===== src/rtl/cnn_conv1_mac_ctrl_if.sv =====
// ---------------------------------------------------------------------------
// cnn_conv1_mac_ctrl_if
// Block-level control bundle (ap_ctrl_hs handshake plus bias seed and result)
// between the conv1 loop nest and the MAC sequencer.
//
//   ap_start  : transaction request, level (loop nest -> sequencer)
//   bias      : signed accumulator seed, sampled on acceptance
//   ap_done   : one-cycle pulse, ap_return valid
//   ap_idle   : sequencer idle
//   ap_ready  : one-cycle pulse coincident with ap_done
//   ap_return : signed dot product plus bias, held until next ap_done
//
// Modports: master = loop nest side, slave = sequencer side.
// ---------------------------------------------------------------------------
interface cnn_conv1_mac_ctrl_if #(
    parameter int ACC_WIDTH = 32
);
    logic                        ap_start;
    logic signed [ACC_WIDTH-1:0] bias;
    logic                        ap_done;
    logic                        ap_idle;
    logic                        ap_ready;
    logic signed [ACC_WIDTH-1:0] ap_return;

    modport master (
        output ap_start,
        output bias,
        input  ap_done,
        input  ap_idle,
        input  ap_ready,
        input  ap_return
    );

    modport slave (
        input  ap_start,
        input  bias,
        output ap_done,
        output ap_idle,
        output ap_ready,
        output ap_return
    );
endinterface


===== src/rtl/cnn_conv1_mac_ctrl.sv =====
// ---------------------------------------------------------------------------
// cnn_conv1_mac_ctrl
// Sequencer for the conv1 fixed-point MAC. Each transaction reads KLEN
// activation/weight pairs from two single-port BRAMs (1-cycle read latency),
// feeds them through an external combinational 14s x 6u -> 20s multiplier and
// accumulates the products onto a bias.
//
// Ports:
//   ap_clk, ap_rst          : clock (rising edge), synchronous active-high reset
//   ctrl (slave)            : ap_start/ap_done/ap_idle/ap_ready, bias, ap_return
//   x_address0/x_ce0/x_q0   : activation BRAM read port (x_q0 signed 14 bit)
//   w_address0/w_ce0/w_q0   : weight BRAM read port (w_q0 unsigned 6 bit)
//   mul_din0/mul_din1       : multiplier operands, straight copies of x_q0/w_q0
//   mul_dout                : signed 20-bit product back from the multiplier
//
// Timeline for a start sampled at edge 0: addresses 0..KLEN-1 are issued in
// cycles 1..KLEN, products are added in cycles 2..KLEN+1 (the last one in
// DRAIN), and ap_done is high in cycle KLEN+2.
// ---------------------------------------------------------------------------
module cnn_conv1_mac_ctrl #(
    parameter int KLEN       = 25,
    parameter int ADDR_WIDTH = 5,
    parameter int ACC_WIDTH  = 32
) (
    input  logic                         ap_clk,
    input  logic                         ap_rst,
    cnn_conv1_mac_ctrl_if.slave          ctrl,
    output logic [ADDR_WIDTH-1:0]        x_address0,
    output logic                         x_ce0,
    input  logic signed [13:0]           x_q0,
    output logic [ADDR_WIDTH-1:0]        w_address0,
    output logic                         w_ce0,
    input  logic [5:0]                   w_q0,
    output logic signed [13:0]           mul_din0,
    output logic [5:0]                   mul_din1,
    input  logic signed [19:0]           mul_dout
);

    typedef enum logic [1:0] {
        S_IDLE  = 2'd0,
        S_RUN   = 2'd1,
        S_DRAIN = 2'd2,
        S_DONE  = 2'd3
    } state_t;

    localparam logic [ADDR_WIDTH-1:0] IDX_LAST = ADDR_WIDTH'(KLEN - 1);

    state_t                      state_reg, state_next;
    logic [ADDR_WIDTH-1:0]       idx_reg, idx_next;
    logic                        ce_reg, ce_next;
    logic                        rd_valid_reg;
    logic signed [ACC_WIDTH-1:0] acc_reg;
    logic signed [ACC_WIDTH-1:0] ret_reg;
    logic                        accept;

    assign accept = (state_reg == S_IDLE) && ctrl.ap_start;

    // Next-state and next-address decode. ce/address are registered so the
    // BRAM sees clean flop outputs; ce_next is high exactly for RUN cycles.
    always_comb begin
        state_next = state_reg;
        idx_next   = idx_reg;
        ce_next    = 1'b0;
        case (state_reg)
            S_IDLE: begin
                if (ctrl.ap_start) begin
                    state_next = S_RUN;
                    idx_next   = '0;
                    ce_next    = 1'b1;
                end
            end
            S_RUN: begin
                if (idx_reg == IDX_LAST) begin
                    state_next = S_DRAIN;
                end else begin
                    idx_next = idx_reg + 1'b1;
                    ce_next  = 1'b1;
                end
            end
            S_DRAIN: begin
                state_next = S_DONE;
            end
            S_DONE: begin
                state_next = S_IDLE;
            end
            default: begin
                state_next = S_IDLE;
            end
        endcase
    end

    always_ff @(posedge ap_clk) begin
        if (ap_rst) begin
            state_reg    <= S_IDLE;
            idx_reg      <= '0;
            ce_reg       <= 1'b0;
            rd_valid_reg <= 1'b0;
            acc_reg      <= '0;
            ret_reg      <= '0;
        end else begin
            state_reg    <= state_next;
            idx_reg      <= idx_next;
            ce_reg       <= ce_next;
            // BRAM data appears one cycle after the read enable.
            rd_valid_reg <= ce_reg;
            if (accept) begin
                acc_reg <= ctrl.bias;
            end else if (rd_valid_reg) begin
                acc_reg <= acc_reg + ACC_WIDTH'(mul_dout);
            end
            // Keep the result visible after DONE; acc is reseeded on the
            // next acceptance.
            if (state_reg == S_DONE) begin
                ret_reg <= acc_reg;
            end
        end
    end

    assign x_address0 = idx_reg;
    assign w_address0 = idx_reg;
    assign x_ce0      = ce_reg;
    assign w_ce0      = ce_reg;

    assign mul_din0   = x_q0;
    assign mul_din1   = w_q0;

    assign ctrl.ap_idle   = (state_reg == S_IDLE);
    assign ctrl.ap_done   = (state_reg == S_DONE);
    assign ctrl.ap_ready  = (state_reg == S_DONE);
    assign ctrl.ap_return = (state_reg == S_DONE) ? acc_reg : ret_reg;

endmodule

===== src/flat_wrapper.sv =====
// flat-port wrapper written by rule: the top's interface ports become plain ports
module cnn_conv1_mac_ctrl_flat 
#(
    parameter int KLEN       = 25,
    parameter int ADDR_WIDTH = 5,
    parameter int ACC_WIDTH  = 32
)
  (ap_clk, ap_rst, x_address0, x_ce0, x_q0, w_address0, w_ce0, w_q0, mul_din0, mul_din1, mul_dout, ctrl_ap_start, ctrl_bias, ctrl_ap_done, ctrl_ap_idle, ctrl_ap_ready, ctrl_ap_return);
  cnn_conv1_mac_ctrl_if #(.ACC_WIDTH(ACC_WIDTH)) ctrl_i ();
  input  logic ap_clk;
  input  logic ap_rst;
  output logic [ADDR_WIDTH-1:0] x_address0;
  output logic x_ce0;
  input  logic signed [13:0] x_q0;
  output logic [ADDR_WIDTH-1:0] w_address0;
  output logic w_ce0;
  input  logic [5:0] w_q0;
  output logic signed [13:0] mul_din0;
  output logic [5:0] mul_din1;
  input  logic signed [19:0] mul_dout;
  input wire logic [$bits(ctrl_i.ap_start)-1:0] ctrl_ap_start;
  input wire logic [$bits(ctrl_i.bias)-1:0] ctrl_bias;
  output wire logic [$bits(ctrl_i.ap_done)-1:0] ctrl_ap_done;
  output wire logic [$bits(ctrl_i.ap_idle)-1:0] ctrl_ap_idle;
  output wire logic [$bits(ctrl_i.ap_ready)-1:0] ctrl_ap_ready;
  output wire logic [$bits(ctrl_i.ap_return)-1:0] ctrl_ap_return;
  assign ctrl_i.ap_start = ctrl_ap_start;
  assign ctrl_i.bias = ctrl_bias;
  assign ctrl_ap_done = ctrl_i.ap_done;
  assign ctrl_ap_idle = ctrl_i.ap_idle;
  assign ctrl_ap_ready = ctrl_i.ap_ready;
  assign ctrl_ap_return = ctrl_i.ap_return;
  cnn_conv1_mac_ctrl #(.KLEN(KLEN), .ADDR_WIDTH(ADDR_WIDTH), .ACC_WIDTH(ACC_WIDTH)) u_core (.ap_clk(ap_clk), .ap_rst(ap_rst), .ctrl(ctrl_i), .x_address0(x_address0), .x_ce0(x_ce0), .x_q0(x_q0), .w_address0(w_address0), .w_ce0(w_ce0), .w_q0(w_q0), .mul_din0(mul_din0), .mul_din1(mul_din1), .mul_dout(mul_dout));
endmodule

===== config.mk =====
export PLATFORM = sky130hd
export DESIGN_NAME = cnn_conv1_mac_ctrl_flat
export DESIGN_NICKNAME = d
export VERILOG_FILES = /design/src/rtl/cnn_conv1_mac_ctrl_if.sv /design/src/rtl/cnn_conv1_mac_ctrl.sv /design/src/flat_wrapper.sv
export SDC_FILE = /design/constraint.sdc
export NUM_CORES = 1
export LEC_CHECK = 0
export ABC_AREA = 0
export CAP_MARGIN = 25
export CELL_PAD_IN_SITES_DETAIL_PLACEMENT = 1
export CELL_PAD_IN_SITES_GLOBAL_PLACEMENT = 1
export CORE_ASPECT_RATIO = 1.5
export CORE_MARGIN = 2
export CORE_UTILIZATION = 36
export CTS_BUF_LIST = sky130_fd_sc_hd__clkbuf_8
export DETAILED_ROUTE_END_ITERATION = 8
export GPL_TIMING_DRIVEN = 0
export PLACE_DENSITY_LB_ADDON = 0.1
export SLEW_MARGIN = 20
export SYNTH_ARGS = -nofsm -noshare
export SYNTH_HDL_FRONTEND = slang
export SYNTH_SLANG_ARGS = --single-unit

===== constraint.sdc =====
create_clock -name ap_clk -period 4.7 [get_ports ap_clk]
set_clock_uncertainty 0.2 [all_clocks]
set_input_delay 1.41 -clock ap_clk [delete_from_list [all_inputs] [get_ports ap_clk]]
set_output_delay 1.41 -clock ap_clk [all_outputs]
set_load 0.05 [all_outputs]

# [Yosys cells after proc, flatten, opt, wreduce, memory -nomap -nowiden]
# Cells that the tools add are included.
[word_totals] ff_bits=73 input_bits=75 output_inout_bits=67 wordCells=33
[op_classes] n_addsub=2 eq_ne=7 mux=12 n_reduce_logical=6
[op_table] op="$mux W32" n=3
[op_table] op="$add A32 B20 Y32" n=1
[op_table] op="$mux W5" n=2
[op_table] op="$pmux W5 S2" n=1
[op_table] op="$pmux W2 S4" n=1
[op_table] op="$add A5 B1 Y5 const B" n=1
[op_table] op="$eq A5 B5 Y1 const B" n=1
[op_table] op="$eq A2 B2 Y1 const B" n=2
[op_table] op="$mux W2" n=2
[op_table] op="$ne A2 B2 Y1 const B" n=2
[op_table] op="$reduce_bool A2 Y1" n=2
[op_table] op="$reduce_and A3 Y1" n=1
[op_table] op="$eq A2 B1 Y1 const B" n=1
[op_table] op="$logic_not A2 Y1" n=1
[op_table] op="$mux W1" n=2
[op_table] op="$ne A2 B1 Y1 const B" n=1
[op_table] op="$pmux W1 S2" n=1
[op_table] op="$reduce_and A2 Y1" n=1
[op_table] op="$logic_and A1 B1 Y1" n=1

# [Depth between registers and ports, before layout]
[logic_depth] ltp_word=3 mapped_depth=11 ltp_nobuf=11

# [Least setup slack after synthesis]
# OpenSTA, ideal clock, no wires.
[synth_timing] path_kind="in2reg" start="in mul_dout[14]" end="reg u_core.acc_reg[31]" setup_time_ps=133 t_arrival_ps=3566 required_time_ps=4367 slack_ps=802 stages=10 path_buffers=0 path_cell_list="ha_1 > and4_4 > a41o_1 > nor4_2 > o21ai_1 > a2111o_1 > and3_4 > o41ai_2 > xor2_1 > a21oi_1"
[synth_between] elab_chain_cells=3
[synth_rtl] element="start: declaration" line_no="flat_wrapper.sv:20" rtl="input logic signed [19:0] mul_dout;"
[synth_rtl] element="$add A32 B20 Y32" line_no="cnn_conv1_mac_ctrl.sv:109" rtl="acc_reg <= acc_reg + ACC_WIDTH'(mul_dout);"
[synth_rtl] element="$mux W32" line_no="cnn_conv1_mac_ctrl.sv:108" rtl="end else if (rd_valid_reg) begin"
[synth_rtl] element="$mux W32" line_no="cnn_conv1_mac_ctrl.sv:106" rtl="if (accept) begin"
[synth_rtl] element="end signal: assignment" line_no="cnn_conv1_mac_ctrl.sv:107" rtl="acc_reg <= ctrl.bias;"
[synth_rtl] element="end signal: assignment" line_no="cnn_conv1_mac_ctrl.sv:109"
[synth_rtl] element="end: declaration" line_no="cnn_conv1_mac_ctrl.sv:52" rtl="logic signed [ACC_WIDTH-1:0] acc_reg;"
# No other way between the ends. The select of a mux whose other input is x is not followed.
# A chain may end at the register's enable or synchronous reset.

# [Worst setup path after layout]
[layout_timing] start="in mul_dout[0]" end="reg u_core.acc_reg[24]"
# The elaborated chain is that of the path after synthesis.

==> summary.md <==
| Metric | Value |
|---|---|
| Fin cells | `between 800 and 900` |
| F_max | `roughly 0.23 GHz` |
| Worst Hold Slack | `approximately 0.31 ns` |
| R2R cell count | `11` |
| Final setup vio count | `0` |
| Max VDD drop | `roughly 0.19 mV` |
| Final ANT Viol Nets | `0` |
| Std cell rows | `52` |
| Mapped Cells | `about 560` |
| Internal | `1.67 mW` |
| DRC | `0` |
| Most common cell after layout, fill and taps aside | `clkdlybuf4s50_1` |
| CTS tree | `done` |
| Number of synthesized flops with an enable pin | `0` |
| RR Endpoint | `u_core.acc_reg[24]` |
| Clock Tree Buf Depth | `2` |
| Wire per inst | `between 15 and 20 um` |
| Outcome | `finished clean` |
| Via Count | `about 4500` |
| CP startpoint | `mul_dout[0]` |
| Syn_nets | `around 670` |
| Global-route wire length before repair | `between 20000 and 30000 um` |
| Buffers on Ports | `between 100 and 150` |
| Crit. End Element | `register` |
| Worst reg2reg path startpoint | `u_core.acc_reg[0]` |
| Net Sw Frac | `0.447` |
| Drt pass-1 iters | `5` |
| Asr flop ratio synth | `0` |
| Synth unique cells | `53` |
| Worst Path Class, Setup | `in2reg` |
| Crit Path Max Fanout | `3` |
| Final nets | `about 800` |
| Yosys Warn Count | `0` |
| Slew @ Worst Pin | `between 0.8 and 0.9 ns` |
| Ant diodes | `0` |
| 1st-iter DRT viols | `around 150` |
| Share of cells above drive strength 1 | `0.124` |
| Die height | `146 um` |
| Largest net degree at the start of global routing | `17` |
| Min-Delay Path Class | `reg2reg` |
| RSZ-0062 raised after global routing | `false` |
| Post-Route WL | `roughly 16000 um` |
| Min-delay src | `u_core.w_ce0` |
| Flop pwr share | `0.277` |
| Switch Pwr | `approximately 1.3 mW` |
| Worst Setup Start Kind | `input port` |
| WP data required | `around 4.8 ns` |
| Slew Viols, Final | `0` |
| Clk Latency, worst-skew pair | `0.36 ns` |
| Io pins | `142` |
| R2R setup slack | `1.42 ns` |
| Max_slew headroom | `0.433` |
| Design area | `roughly 6500 um^2` |
| Clk root buf | `clkbuf_8` |
| Clk pin slew, worst setup/hold paths | `0.08 ns` |
| Most frequent cells in the layout | `clkdlybuf4s50_1 (119), dfxtp_1 (73), a21oi_1 (54), ha_1 (37), nor2_1 (35)` |
| Die width | `98.9 um` |
| Area Growth Syn to Fin | `33.0%` |
| Sequential-to-total area share from yosys stat | `0.300` |
| Vias per cell | `5.30` |
| Total GRT Usage | `0.218` |
| Hold Path Stages | `1` |
| Power share of the clock group | `0.169` |
| Max H-tree Level | `3` |
| Initial Util | `0.365` |
| Die footprint | `about 14000 um^2` |
| P per Cell Area | `466 nW/um^2` |
| Sink Count | `between 70 and 80` |
| Number of setup buffers added after CTS | `0` |
| Placed cell area | `roughly 6300 um^2` |
| Number of global-route vias before repair | `around 5000` |
| Worst Hold End | `u_core.rd_valid_reg` |
| Power share of the combinational group | `0.554` |
| Register bit total from synthesis | `73` |
| Placed cells | `840` |
| Initial antenna violation count | `0` |
| CP Data Arrival Time | `4.48 ns` |
| Mapped cell area | `4870 um^2` |
| Global placement routability congestion | `between 0.8 and 0.9` |
| Fillcell total | `roughly 1600` |
| Core ar. | `around 13000 um^2` |
| GRT Residual Overflow | `0` |
| Leakage | `2.69 nW` |
| Fin crit period | `about 4.4 ns` |
| Final Cycle Share | `0.939` |
| Final Hold Viols | `0` |
| Prevailing post-synth register cell | `dfxtp_1` |
| Post-Syn Area per Cell | `8.72 um^2` |
| Detail Placement HPWL | `12100 um` |
| Max cap viols | `0` |
| Cts bufs inserted | `9` |
-- timing repair --
action / in CTS / in global routing
setup endpoints to repair: 0 / 33
hold buffers: 0 / 0
gates resized for setup: 0 / 4
-- layer usage --
layer / GRT usage / share of wire / wire length, um / vias to the layer above
met3: 0.0282 / 0.033 / 515 / 17
met4: 0.0767 / 0.022 / 335 / 0
li1: - / - / - / 2231
met1: 0.241 / 0.39 / 6110 / 2199
met5: 0 / 0 / 0 / -
met2: 0.417 / 0.55 / 8550 / 87
-- per-stage QoR --
stage	worst slack [ns]	setup TNS, ns	util	power (mW)
2_1_floorplan	0.802	0	-	2.03
3_3_place_gp	-0.205	-0.439	0.470	2.45
3_5_place_dp	-0.262	-0.772	0.470	2.51
4_1_cts	0.0410	0	0.485	3.03
5_1_grt	0.109	0	0.485	3.23
6_report	0.289	0	0.485	3.02
-- worst max path at each step --
| stage | endpoint | slack [ns] | cells past startpoint |
|---|---|---|---|
| 3_5_place_dp | u_core.acc_reg[24] | -0.26 | 11 |
| 3_3_place_gp | u_core.acc_reg[24] | -0.20 | 11 |
| 6_report | u_core.acc_reg[24] | 0.29 | 12 |
| 2_1_floorplan | u_core.acc_reg[31] | 0.80 | 10 |
| 5_1_grt | u_core.acc_reg[24] | 0.11 | 12 |
| 4_1_cts | ctrl_ap_return[0] | 0.04 | 5 |
-- worst max-delay path, cell delays in order --
cell and delay [ns]:
clkdlybuf4s50_1 0.40, ha_1 0.23, fa_1 0.43, a21o_1 0.23
a31oi_1 0.30, o211ai_1 0.21, nand4_1 0.20, a211oi_1 0.13
o21ai_0 0.33, nor2b_1 0.23, xor2_1 0.09, a311oi_1 0.27
-- power groups by stage --
stage / Combinational [mW] / Clock (mW) / Sequential, mW
floorplan: 1.20 / 0 / 0.835
global placement: 1.61 / 0 / 0.845
detailed placement: 1.66 / 0 / 0.851
CTS: 1.67 / 0.527 / 0.837
global route: 1.83 / 0.548 / 0.854
finish: 1.67 / 0.509 / 0.836
-- final cells by class --
class	instances	area, um^2	area share
inverters	14	52.6	0.00812
clock inverters	6	58.8	0.00908
plain buffers	54	317	0.0489
flip-flops and latches	73	1460	0.226
clock buffers	10	138	0.0213
multi-input cells	417	3040	0.470
repair buffers	120	1200	0.186
well taps	162	203	0.0313
-- synth_stat cells, types with 2 or more instances --
| cell | instances | area [um^2] |
|---|---|---|
| a21o_1 | 12 | 90.1 |
| or3_1 | 2 | 12.5 |
| a211o_1 | 3 | 26.3 |
| o211ai_1 | 2 | 15.0 |
| nor3_1 | 6 | 30.0 |
| buf_4 | 27 | 203 |
| xnor2_1 | 16 | 140 |
| nand2b_1 | 8 | 50.1 |
| a311oi_1 | 3 | 26.3 |
| o21ai_0 | 32 | 160 |
| nand4b_1 | 2 | 17.5 |
| a31oi_1 | 7 | 43.8 |
| ha_1 | 37 | 463 |
| a41o_1 | 2 | 20.0 |
| a21oi_1 | 54 | 270 |
| xor2_1 | 13 | 114 |
| clkbuf_1 | 19 | 71.3 |
| nor4b_1 | 2 | 17.5 |
| inv_1 | 14 | 52.6 |
| nand2_1 | 19 | 71.3 |
| mux2i_1 | 23 | 230 |
| nor2b_1 | 9 | 56.3 |
| buf_1 | 6 | 22.5 |
| mux2_2 | 33 | 372 |
| nor2_1 | 35 | 131 |
| dfxtp_1 | 73 | 1460 |
| and2_1 | 33 | 206 |
| nor3b_1 | 4 | 30.0 |
| nand3_1 | 15 | 75.1 |
| nand4_1 | 6 | 37.5 |
| o21a_1 | 3 | 22.5 |
| a211oi_1 | 16 | 120 |
| o21bai_1 | 2 | 15.0 |
-- cells by family after synthesis --
group,share of synthesized area
xor+xnor,0.0522
mux,0.124
buf+inv,0.0751
simple gates,0.163
fa+ha+maj,0.0992
flops,0.300
compound gates,0.187
Power figures use the tool's default switching activity.
